===== src/rtl/pipe_flow_ctrl_pkg.sv =====
// Shared types and default parameter values for the pipeline flow controller.
package pipe_ctrl_pkg;

  typedef enum logic {
    RUN  = 1'b0,
    PEND = 1'b1
  } flow_state_t;

  localparam int STAGE_IDX_W = 8;
  typedef logic [STAGE_IDX_W-1:0] stage_idx_t;

  localparam int NSTAGE_DEF    = 5;
  localparam int BR_STAGE_DEF  = 1;
  localparam int BR_KILL_DEF   = 1;
  localparam int EXC_STAGE_DEF = 3;
  localparam int ADDR_W_DEF    = 32;
  localparam int TIMEOUT_DEF   = 1023;

endpackage


===== src/rtl/pipe_flow_ctrl_if.sv =====
// Request/control bundle between the pipeline datapath and its flow controller.
interface pipe_flow_ctrl_if
  import pipe_ctrl_pkg::*;
#(
  parameter int NSTAGE = NSTAGE_DEF,
  parameter int ADDR_W = ADDR_W_DEF
);
  logic [NSTAGE-1:0] stall_req;
  logic              mem_busy;
  logic              br_valid;
  logic [ADDR_W-1:0] br_target;
  logic              exc_valid;
  logic [ADDR_W-1:0] exc_target;

  logic [NSTAGE-1:0] stage_wr;
  logic [NSTAGE-1:0] stage_flush;
  logic              wb_diswr;
  logic              redir_valid;
  logic [ADDR_W-1:0] redir_target;
  logic              icache_flush;
  logic              dcache_flush;
  logic              stall_timeout;

  modport master (
    input  stall_req, mem_busy, br_valid, br_target, exc_valid, exc_target,
    output stage_wr, stage_flush, wb_diswr, redir_valid, redir_target,
           icache_flush, dcache_flush, stall_timeout
  );

  modport slave (
    output stall_req, mem_busy, br_valid, br_target, exc_valid, exc_target,
    input  stage_wr, stage_flush, wb_diswr, redir_valid, redir_target,
           icache_flush, dcache_flush, stall_timeout
  );
endinterface


===== src/rtl/pipe_flow_ctrl_stall_watchdog.sv =====
// Counts consecutive frozen/stalled cycles and raises a sticky flag at TIMEOUT.
module stall_watchdog #(
  parameter int TIMEOUT = 1023
) (
  input  logic clk,
  input  logic resetn,
  input  logic active,
  output logic timeout
);
  localparam int CNT_W = (TIMEOUT < 1) ? 1 : $clog2(TIMEOUT + 1);
  localparam logic [CNT_W-1:0] LIMIT = CNT_W'(TIMEOUT);

  logic [CNT_W-1:0] cnt;
  logic [CNT_W-1:0] cnt_nxt;

  function automatic logic [CNT_W-1:0] sat_inc(input logic [CNT_W-1:0] val);
    return (val == LIMIT) ? val : val + 1'b1;
  endfunction

  always_comb begin
    cnt_nxt = active ? sat_inc(cnt) : '0;
  end

  // flag tracks the next count so it is visible in the cycle cnt reaches the bound
  always_ff @(posedge clk) begin
    if (!resetn) begin
      cnt     <= '0;
      timeout <= 1'b0;
    end else begin
      cnt     <= cnt_nxt;
      timeout <= timeout | (cnt_nxt == LIMIT);
    end
  end
endmodule


===== src/rtl/pipe_flow_ctrl.sv =====
// Resolves stalls, cache freezes, mispredicts and exceptions into per-stage
// write-enables, flushes and a PC redirect; freeze-time branches are replayed.
module pipe_flow_ctrl
  import pipe_ctrl_pkg::*;
#(
  parameter int NSTAGE    = NSTAGE_DEF,
  parameter int BR_STAGE  = BR_STAGE_DEF,
  parameter int BR_KILL   = BR_KILL_DEF,
  parameter int EXC_STAGE = EXC_STAGE_DEF,
  parameter int ADDR_W    = ADDR_W_DEF,
  parameter int TIMEOUT   = TIMEOUT_DEF
) (
  input  logic clk,
  input  logic resetn,
  pipe_flow_ctrl_if.master bus
);

  function automatic logic [NSTAGE-1:0] span_mask(input int lo, input int hi);
    logic [NSTAGE-1:0] m;
    m = '0;
    for (int i = 0; i < NSTAGE; i++) begin
      if (i >= lo && i <= hi) m[i] = 1'b1;
    end
    return m;
  endfunction

  localparam logic [NSTAGE-1:0] KILL_MASK = span_mask(BR_STAGE, BR_STAGE + BR_KILL - 1);
  localparam logic [NSTAGE-1:0] EXC_MASK  = span_mask(1, EXC_STAGE);

  flow_state_t       state;
  flow_state_t       state_nxt;
  logic [ADDR_W-1:0] pend_pc;
  logic [ADDR_W-1:0] pend_pc_nxt;

  logic              stall_any;
  stage_idx_t        stall_top;
  logic [NSTAGE-1:0] hold_mask;
  logic [NSTAGE-1:0] bubble_mask;
  logic              br_held;
  logic              take_br;

  always_comb begin
    stall_any = |bus.stall_req;
    stall_top = '0;
    for (int i = 0; i < NSTAGE; i++) begin
      if (bus.stall_req[i]) stall_top = stage_idx_t'(i);
    end
    hold_mask   = '0;
    bubble_mask = '0;
    for (int i = 0; i < NSTAGE; i++) begin
      hold_mask[i]   = stall_any && (stage_idx_t'(i) <= stall_top);
      bubble_mask[i] = stall_any && (stage_idx_t'(i) == stall_top + 1'b1);
    end
    br_held = stall_any && (stall_top >= stage_idx_t'(BR_STAGE));
  end

  always_comb begin
    bus.stage_wr     = '0;
    bus.stage_flush  = '0;
    bus.wb_diswr     = 1'b0;
    bus.redir_valid  = 1'b0;
    bus.redir_target = '0;
    bus.icache_flush = 1'b0;
    bus.dcache_flush = 1'b0;
    state_nxt        = state;
    pend_pc_nxt      = pend_pc;
    take_br          = 1'b0;

    if (!resetn) begin
      bus.stage_flush = '1;
      bus.wb_diswr    = 1'b1;
    end else if (bus.exc_valid) begin
      bus.stage_wr     = '1;
      bus.stage_flush  = EXC_MASK;
      bus.redir_valid  = 1'b1;
      bus.redir_target = bus.exc_target;
      bus.icache_flush = 1'b1;
      bus.dcache_flush = 1'b1;
      state_nxt        = RUN;
    end else if (bus.mem_busy) begin
      bus.wb_diswr = 1'b1;
      if (bus.br_valid && state == RUN) begin
        pend_pc_nxt = bus.br_target;
        state_nxt   = PEND;
      end
    end else begin
      bus.stage_wr    = ~hold_mask;
      bus.stage_flush = bubble_mask;
      // a replayed branch fires in the first unfrozen cycle, whatever the stall state
      take_br = (state == PEND) || (bus.br_valid && !br_held);
      if (take_br) begin
        bus.redir_valid  = 1'b1;
        bus.redir_target = (state == PEND) ? pend_pc : bus.br_target;
        bus.stage_flush  = bubble_mask | KILL_MASK;
        bus.stage_wr[0]  = 1'b1;
        bus.icache_flush = 1'b1;
        state_nxt        = RUN;
      end
    end
  end

  always_ff @(posedge clk) begin
    if (!resetn) begin
      state   <= RUN;
      pend_pc <= '0;
    end else begin
      state   <= state_nxt;
      pend_pc <= pend_pc_nxt;
    end
  end

  stall_watchdog #(
    .TIMEOUT(TIMEOUT)
  ) u_watchdog (
    .clk    (clk),
    .resetn (resetn),
    .active (bus.mem_busy | (|bus.stall_req)),
    .timeout(bus.stall_timeout)
  );

endmodule


===== src/flat_wrapper.sv =====
// flat-port wrapper written by rule: the top's interface ports become plain ports
module pipe_flow_ctrl_flat import pipe_ctrl_pkg::*;
#(
  parameter int NSTAGE    = NSTAGE_DEF,
  parameter int BR_STAGE  = BR_STAGE_DEF,
  parameter int BR_KILL   = BR_KILL_DEF,
  parameter int EXC_STAGE = EXC_STAGE_DEF,
  parameter int ADDR_W    = ADDR_W_DEF,
  parameter int TIMEOUT   = TIMEOUT_DEF
)
  (clk, resetn, bus_stall_req, bus_mem_busy, bus_br_valid, bus_br_target, bus_exc_valid, bus_exc_target, bus_stage_wr, bus_stage_flush, bus_wb_diswr, bus_redir_valid, bus_redir_target, bus_icache_flush, bus_dcache_flush, bus_stall_timeout);
  pipe_flow_ctrl_if #(.NSTAGE(NSTAGE), .ADDR_W(ADDR_W)) bus_i ();
  input  logic clk;
  input  logic resetn;
  input wire logic [$bits(bus_i.stall_req)-1:0] bus_stall_req;
  input wire logic [$bits(bus_i.mem_busy)-1:0] bus_mem_busy;
  input wire logic [$bits(bus_i.br_valid)-1:0] bus_br_valid;
  input wire logic [$bits(bus_i.br_target)-1:0] bus_br_target;
  input wire logic [$bits(bus_i.exc_valid)-1:0] bus_exc_valid;
  input wire logic [$bits(bus_i.exc_target)-1:0] bus_exc_target;
  output wire logic [$bits(bus_i.stage_wr)-1:0] bus_stage_wr;
  output wire logic [$bits(bus_i.stage_flush)-1:0] bus_stage_flush;
  output wire logic [$bits(bus_i.wb_diswr)-1:0] bus_wb_diswr;
  output wire logic [$bits(bus_i.redir_valid)-1:0] bus_redir_valid;
  output wire logic [$bits(bus_i.redir_target)-1:0] bus_redir_target;
  output wire logic [$bits(bus_i.icache_flush)-1:0] bus_icache_flush;
  output wire logic [$bits(bus_i.dcache_flush)-1:0] bus_dcache_flush;
  output wire logic [$bits(bus_i.stall_timeout)-1:0] bus_stall_timeout;
  assign bus_i.stall_req = bus_stall_req;
  assign bus_i.mem_busy = bus_mem_busy;
  assign bus_i.br_valid = bus_br_valid;
  assign bus_i.br_target = bus_br_target;
  assign bus_i.exc_valid = bus_exc_valid;
  assign bus_i.exc_target = bus_exc_target;
  assign bus_stage_wr = bus_i.stage_wr;
  assign bus_stage_flush = bus_i.stage_flush;
  assign bus_wb_diswr = bus_i.wb_diswr;
  assign bus_redir_valid = bus_i.redir_valid;
  assign bus_redir_target = bus_i.redir_target;
  assign bus_icache_flush = bus_i.icache_flush;
  assign bus_dcache_flush = bus_i.dcache_flush;
  assign bus_stall_timeout = bus_i.stall_timeout;
  pipe_flow_ctrl #(.NSTAGE(NSTAGE), .BR_STAGE(BR_STAGE), .BR_KILL(BR_KILL), .EXC_STAGE(EXC_STAGE), .ADDR_W(ADDR_W), .TIMEOUT(TIMEOUT)) u_core (.clk(clk), .resetn(resetn), .bus(bus_i));
endmodule

===== config.mk =====
export PLATFORM = sky130hd
export DESIGN_NAME = pipe_flow_ctrl_flat
export DESIGN_NICKNAME = d
export VERILOG_FILES = /design/src/rtl/pipe_flow_ctrl_pkg.sv /design/src/rtl/pipe_flow_ctrl_if.sv /design/src/rtl/pipe_flow_ctrl_stall_watchdog.sv /design/src/rtl/pipe_flow_ctrl.sv /design/src/flat_wrapper.sv
export SDC_FILE = /design/constraint.sdc
export NUM_CORES = 1
export LEC_CHECK = 0
export CORE_MARGIN = 2
export CORE_UTILIZATION = 35
export CTS_CLUSTER_DIAMETER = 200
export DETAILED_ROUTE_END_ITERATION = 16
export DONT_BUFFER_PORTS = 1
export HOLD_SLACK_MARGIN = 0.03
export SLEW_MARGIN = 20
export SYNTH_ARGS = -nofsm -noshare
export SYNTH_HDL_FRONTEND = slang
export SYNTH_HIERARCHICAL = 1
export SYNTH_SLANG_ARGS = --single-unit

===== constraint.sdc =====
create_clock -name clk -period 1.7 [get_ports clk]
set_input_delay 0.17 -clock clk [delete_from_list [all_inputs] [get_ports clk]]
set_output_delay 0.17 -clock clk [all_outputs]
set_load 0.005 [all_outputs]

---- Word level (Yosys, flattened, before mapping) ----
Index checks and enable logic that the tools add are counted.
operators by class
  bitwise operators ....................... 6
  muxes and demuxes ....................... 31
  order comparisons ....................... 6
  add/sub/neg operators ................... 2
  reductions and logical operators ........ 21
  eq/ne operators ......................... 7
operators with widths
  operator                                                                  number
  32-bit 2-to-1 mux                                                         5
  5-bit 2-to-1 mux                                                          6
  8-bit 2-to-1 mux                                                          3
  10-bit == test (second input constant)                                    2
  10-bit 2-to-1 mux                                                         2
  2-bit by 8-bit == test with 1-bit output (first input constant)           2
  1-bit by 8-bit <= comparator with 1-bit output (first input constant)     2
  2-bit by 8-bit <= comparator with 1-bit output (first input constant)     2
  1-bit 2-to-1 mux                                                          14
  1-bit logical AND                                                         13
  10-bit by 1-bit adder with 10-bit output (second input constant)          1
  8-bit by 1-bit adder with 8-bit output (second input constant)            1
  1-bit by 8-bit == test with 1-bit output (first input constant)           1
  3-bit by 8-bit == test with 1-bit output (first input constant)           1
  8-bit by 1-bit >= comparator with 1-bit output (second input constant)    1
  3-bit by 8-bit <= comparator with 1-bit output (first input constant)     1
  8-bit logical NOT                                                         1
  5-bit NOT                                                                 1
  5-bit OR reduction                                                        1
  1-bit NOT                                                                 3
  3-bit AND reduction                                                       1
  2-bit 2-to-1 mux                                                          1
  2-bit by 1-bit inequality test with 1-bit output (second input constant)  1
  1-bit bitwise OR                                                          2
  other kinds (5)                                                           5
storage, ports and cells
  output and inout port bits .............. 47
  input port bits ......................... 74
  word-level logic and storage cells ...... 77
  register bits ........................... 44

---- Longest topological paths before layout ----
  depth after elaboration ................. 13
  gate-level depth with buffers ........... 6
  mapped depth without buffers ............ 6

---- By module ----
Netlist, hierarchy kept.
by module, submodules not included
  module          cells each  sequential area each (um^2)  area each (um^2)  instances
  pipe_flow_ctrl  296         660.6                        2369.8            1
  stall_watchdog  58          220.2                        540.5             1

---- Worst setup path before layout ----
Ideal clock, no wire load.
  path kind ............................... register to register
  start ................................... reg u_core.u_watchdog.cnt[0]
  end ..................................... reg u_core.u_watchdog.timeout
  data required time ...................... 1.640 ns
  stages on the path, launching flop included .. 6
  path buffers ............................ 0
  data arrival time ....................... 1.445 ns
  path slack .............................. 0.195 ns
  library setup time ...................... 0.060 ns
  clock period less this slack ............ 1.505 ns
  path through ............................ dfxtp_1 ha_1 o211ai_1 or4_4 nor3_2 a32o_1
between the ends
  word-level cells in the longest chain between the ends .. 5
  elaborated cells on any way between the ends .. 6
  those cells by class .................... 1 x add/sub; 2 x eq/ne; 2 x mux; 1 x bitwise
RTL lines
  item                                                                        RTL line                             RTL
  start, declared                                                             pipe_flow_ctrl_stall_watchdog.sv:13  logic [CNT_W-1:0] cnt;
  start signal, assigned                                                      pipe_flow_ctrl_stall_watchdog.sv:30  cnt <= cnt_nxt;
  10-bit by 1-bit adder with 10-bit output or 10-bit == test (tied branches)  pipe_flow_ctrl_stall_watchdog.sv:17  return (val == LIMIT) ? val : val + 1'b1;
  10-bit 2-to-1 mux (*)                                                       pipe_flow_ctrl_stall_watchdog.sv:17
  10-bit 2-to-1 mux (*)                                                       pipe_flow_ctrl_stall_watchdog.sv:21  cnt_nxt = active ? sat_inc(cnt) : '0;
  10-bit == test (*)                                                          pipe_flow_ctrl_stall_watchdog.sv:31  timeout <= timeout | (cnt_nxt == LIMIT);
  1-bit bitwise OR (*)                                                        pipe_flow_ctrl_stall_watchdog.sv:31
  end signal, assigned                                                        pipe_flow_ctrl_stall_watchdog.sv:31
  end, declared                                                               pipe_flow_ctrl_stall_watchdog.sv:8   output logic timeout
Every way passes the cells marked *; elsewhere a longest branch is shown, timed or not.
A chain may end at the register's enable or synchronous reset.

---- Worst setup path after layout ----
  start ................................... reg u_core.state
  end ..................................... out bus_redir_target[26]
between the ends
  word-level cells in the longest chain between the ends .. 5
  elaborated cells on any way between the ends .. 6
  those cells by class .................... 5 x mux; 1 x reduce/logical
RTL lines
  item                                                   RTL line                                    RTL
  start, declared                                        pipe_flow_ctrl.sv:30                        flow_state_t state;
  start signal, assigned                                 pipe_flow_ctrl.sv:107                       state <= state_nxt;
  32-bit 2-to-1 mux or 1-bit logical OR (tied branches)  pipe_flow_ctrl.sv:93, pipe_flow_ctrl.sv:90
  32-bit 2-to-1 mux (*)                                  pipe_flow_ctrl.sv:91                        if (take_br) begin
  32-bit 2-to-1 mux (*)                                  pipe_flow_ctrl.sv:80                        end else if (bus.mem_busy) begin
  32-bit 2-to-1 mux (*)                                  pipe_flow_ctrl.sv:72                        end else if (bus.exc_valid) begin
  32-bit 2-to-1 mux (*)                                  pipe_flow_ctrl.sv:69                        if (!resetn) begin
  end, declared                                          flat_wrapper.sv:25                          output wire logic [$bits(bus_i.redir_target)-1:0] bus_redir_target;
Marked as above.

==> impl_metrics.csv <==
group,metric,value,unit
cts,root_buffer,"clkbuf_8",
critical_path,crit_required,1.53,ns
power,powerDensity,603.7,nW/µm²
critical_path,r2r.worst_path.cells,5,
global_routing,grt_pass1_wl,12500,µm
global_routing,busiest_layer,"met2",
drt,viasPerCell,5.546,
drt,routedWlPerCell,17.19,µm
global_routing,antenna_found_initial,0,
synthesis,syn_inst,354,
global_routing,grt_util_all_layers,17.77,%
drt,first_pass_iters,4,
synthesis,syn-num-nets,430,
worst_hold_path,hold_depth,2,
synthesis,synth-async-reset-ratio,0,%
power,leakagePower,1.182,nW
global_routing,grt_use_met3,4.427,%
global_routing,first_global_vias,2547,
cts,cts_tree,"done",
final_layout,n_fill_cell,793,
timing,rsz0062_at_grt,"true",
critical_path,critical_path_class,"register to output port",
drt,wl,8408,µm
timing,max_freq,585.9,MHz
final_layout,multi_input_area,1936,µm²
final_layout,nets,459,
cts,numCtsBuffers,5,
floorplanning,die_h,95.19,µm
flow_run,drv_cap,0,
timing,period_share,100.4,%
synthesis,ys_ff_latch,44,
synthesis,netlist_area,2910,µm²
run_status,status,"complete, but fails checks",
drt,drtIter0Drc,99,
global_routing,grtUsageMet1,21.15,%
cts,worst_skew_pair.late_latency,0.29,ns
timing,final_max_slew_viol_count,0,
synthesis,yosysWarnings,6,
placed_design,port_buffers,0,
timing,finalHoldViolCount,0,
floorplanning,dieArea,9060,µm²
timing,clock-skew-final,0.003818,ns
placed_design,postPlaceCellArea,2999,µm²
timing,setup_viol,4,
final_layout,drive_above_1_share,18.75,%
final_layout,syn_to_final_growth,23.30,%
drt,vias,2712,
floorplanning,core_region_area,8134,µm²
placed_design,gp_congestion,0.9074,
drt,ant_nets,0,
timing,setup_ws,-0.006654,ns
global_routing,gr-total-overflow,0,
global_routing,use_met2,31.92,%
floorplanning,io_pins,121,
placed_design,placed_cells,441,
synthesis,synth.avg_cell_area,8.221,µm²
cts,path_clk_slew,0.08,ns
synthesis,synth.distinct_cells,49,
timing,min_period,1.707,ns
floorplanning,die_w,95.19,µm
power,ir_drop,0.0003090,V
final_layout,regArea,884.6,µm²
critical_path,end_kind,"output port",
synthesis,synth_ff_type,"dfxtp_1",
cts,cts_sinks,44,
final_layout,stdcell_area,3588,µm²
worst_hold_path,hold_class,"input port to register",
synthesis,synthTopCellsByCount,"nand2_1, dfxtp_1, a21oi_1, nand3_1, mux2i_1",
final_layout,n_antenna_cell,0,
drt,drc,0,
synthesis,synth_edf_count,0,
cts,htreeDepth,2,
timing,worstMarginPinSlew,0.4349,ns
final_layout,fin_cells,489,
timing,relSlewSlack,70.83,%
critical_path,worstSetupStartpointType,"register",
run_status,violations,"setup timing",
synthesis,synth.largest_area_cell,"dfxtp_1",
synthesis,yosysMostFrequentCell,"nand2_1",
synthesis,synth_top_area_share,30.27,%
placed_design,dp_hpwl,5577,µm
global_routing,grt_start_max_net_pins,41,
synthesis,synthTopCellsByArea,"dfxtp_1, mux2i_1, o31ai_2, nand2_1, a21oi_1",
timing,setup-tns-final,-0.01114,ns
critical_path,arrival,1.54,ns
floorplanning,start_util,35.78,%
cts,clockBufferDepth,2,
synthesis,yosysSeqAreaShare,30.27,%
critical_path,crit_path_max_fanout,13,
floorplanning,rows,33,
## metrics by stage
stage	hold WS (ns)	setup WS [ns]	total power, mW	util [%]
floorplan	0.2921	0.1950	1.376	-
global placement	0.3053	0.1271	1.410	36.87
detailed placement	0.3139	0.07561	1.416	36.87
CTS	0.05517	-0.01711	2.196	43.44
global route	0.06491	-0.07894	2.274	44.12
finish	0.06383	-0.006654	2.166	44.12
## area by class of cell
cell class / instances / share of cell area (%)
inverter: 4 / 0.4184
multi-input combinational: 276 / 53.94
clock inverter: 1 / 0.2092
timing repair buffer: 52 / 14.71
sequential: 44 / 24.65
tap: 105 / 3.661
clock buffer: 7 / 2.406
## cells by family after synthesis
| kind of cell | share of synthesized area [%] |
|---|---|
| adders and majority gates | 0.8597 |
| muxes | 11.01 |
| and+or+nand+nor | 25.37 |
| xor gates and xnor gates | 0.6020 |
| DFF | 30.27 |
| AOI/OAI and AO/OA | 25.32 |
| buffers and inverters | 6.578 |
## path summary, 6_finish.rpt
path                       startpoint                   endpoint  slack, ns
max                      u_core/state       bus_redir_target[26]     -0.007
min                            resetn   u_core/u_watchdog/cnt[2]       0.06
max reg2reg  u_core/u_watchdog/cnt[0]  u_core/u_watchdog/timeout       0.06
min reg2reg         u_core/pend_pc[3]          u_core/pend_pc[3]       0.46
## report_power, final
group / total [mW] / switching (mW) / internal [mW]
Combinational: 0.402 / 0.215 / 0.187
Clock: 0.682 / 0.352 / 0.330
Sequential: 1.08 / 0.0211 / 1.06
## registers in the layout, indices dropped and copies added, names as in the netlist
signal and cells:
u_core/pend_pc 32, u_core/u_watchdog/cnt 10, u_core/state 1, u_core/u_watchdog/timeout 1
## cell usage in the layout, fill, tap and decap left out, types with 2 or more instances in the layout
master	instances
nand2_1	73
dfxtp_1	43
a21oi_1	41
dlygate4sd3_1	35
nand3_1	34
mux2i_1	32
o31ai_2	24
buf_4	14
nor2_1	11
o31ai_4	8
clkbuf_8	6
nand4_1	5
a211oi_1	4
a31oi_1	3
nor3_1	3
inv_1	2
clkinv_1	2
or2b_1	2
a31o_2	2
o21ai_0	2
and2_1	2
buf_12	2
and4_1	2
and3_1	2
nor2b_1	2
## repair_timing
item                                    in CTS  in global routing
hold endpoints to repair                    35                  0
gates resized for setup                      6                  7
endpoints found under the setup margin      27                 18
buffers inserted                             4                  0
hold buffers                                35                  0
gates cloned                                 1                  0
## critical path, stage by stage (launching register included)
cell	delay, ns
dfxtp_4	0.37
o21ba_2	0.17
o21ai_4	0.09
bufbuf_16	0.33
o31ai_4	0.28
## per-layer routing
metal / wire length, µm / vias up
li1: - / 1340
met1: 3490 / 1275
met2: 4218 / 89
met3: 586 / 8
met4: 112 / 0
met5: 0 / -
Power figures use the tool's default switching activity.
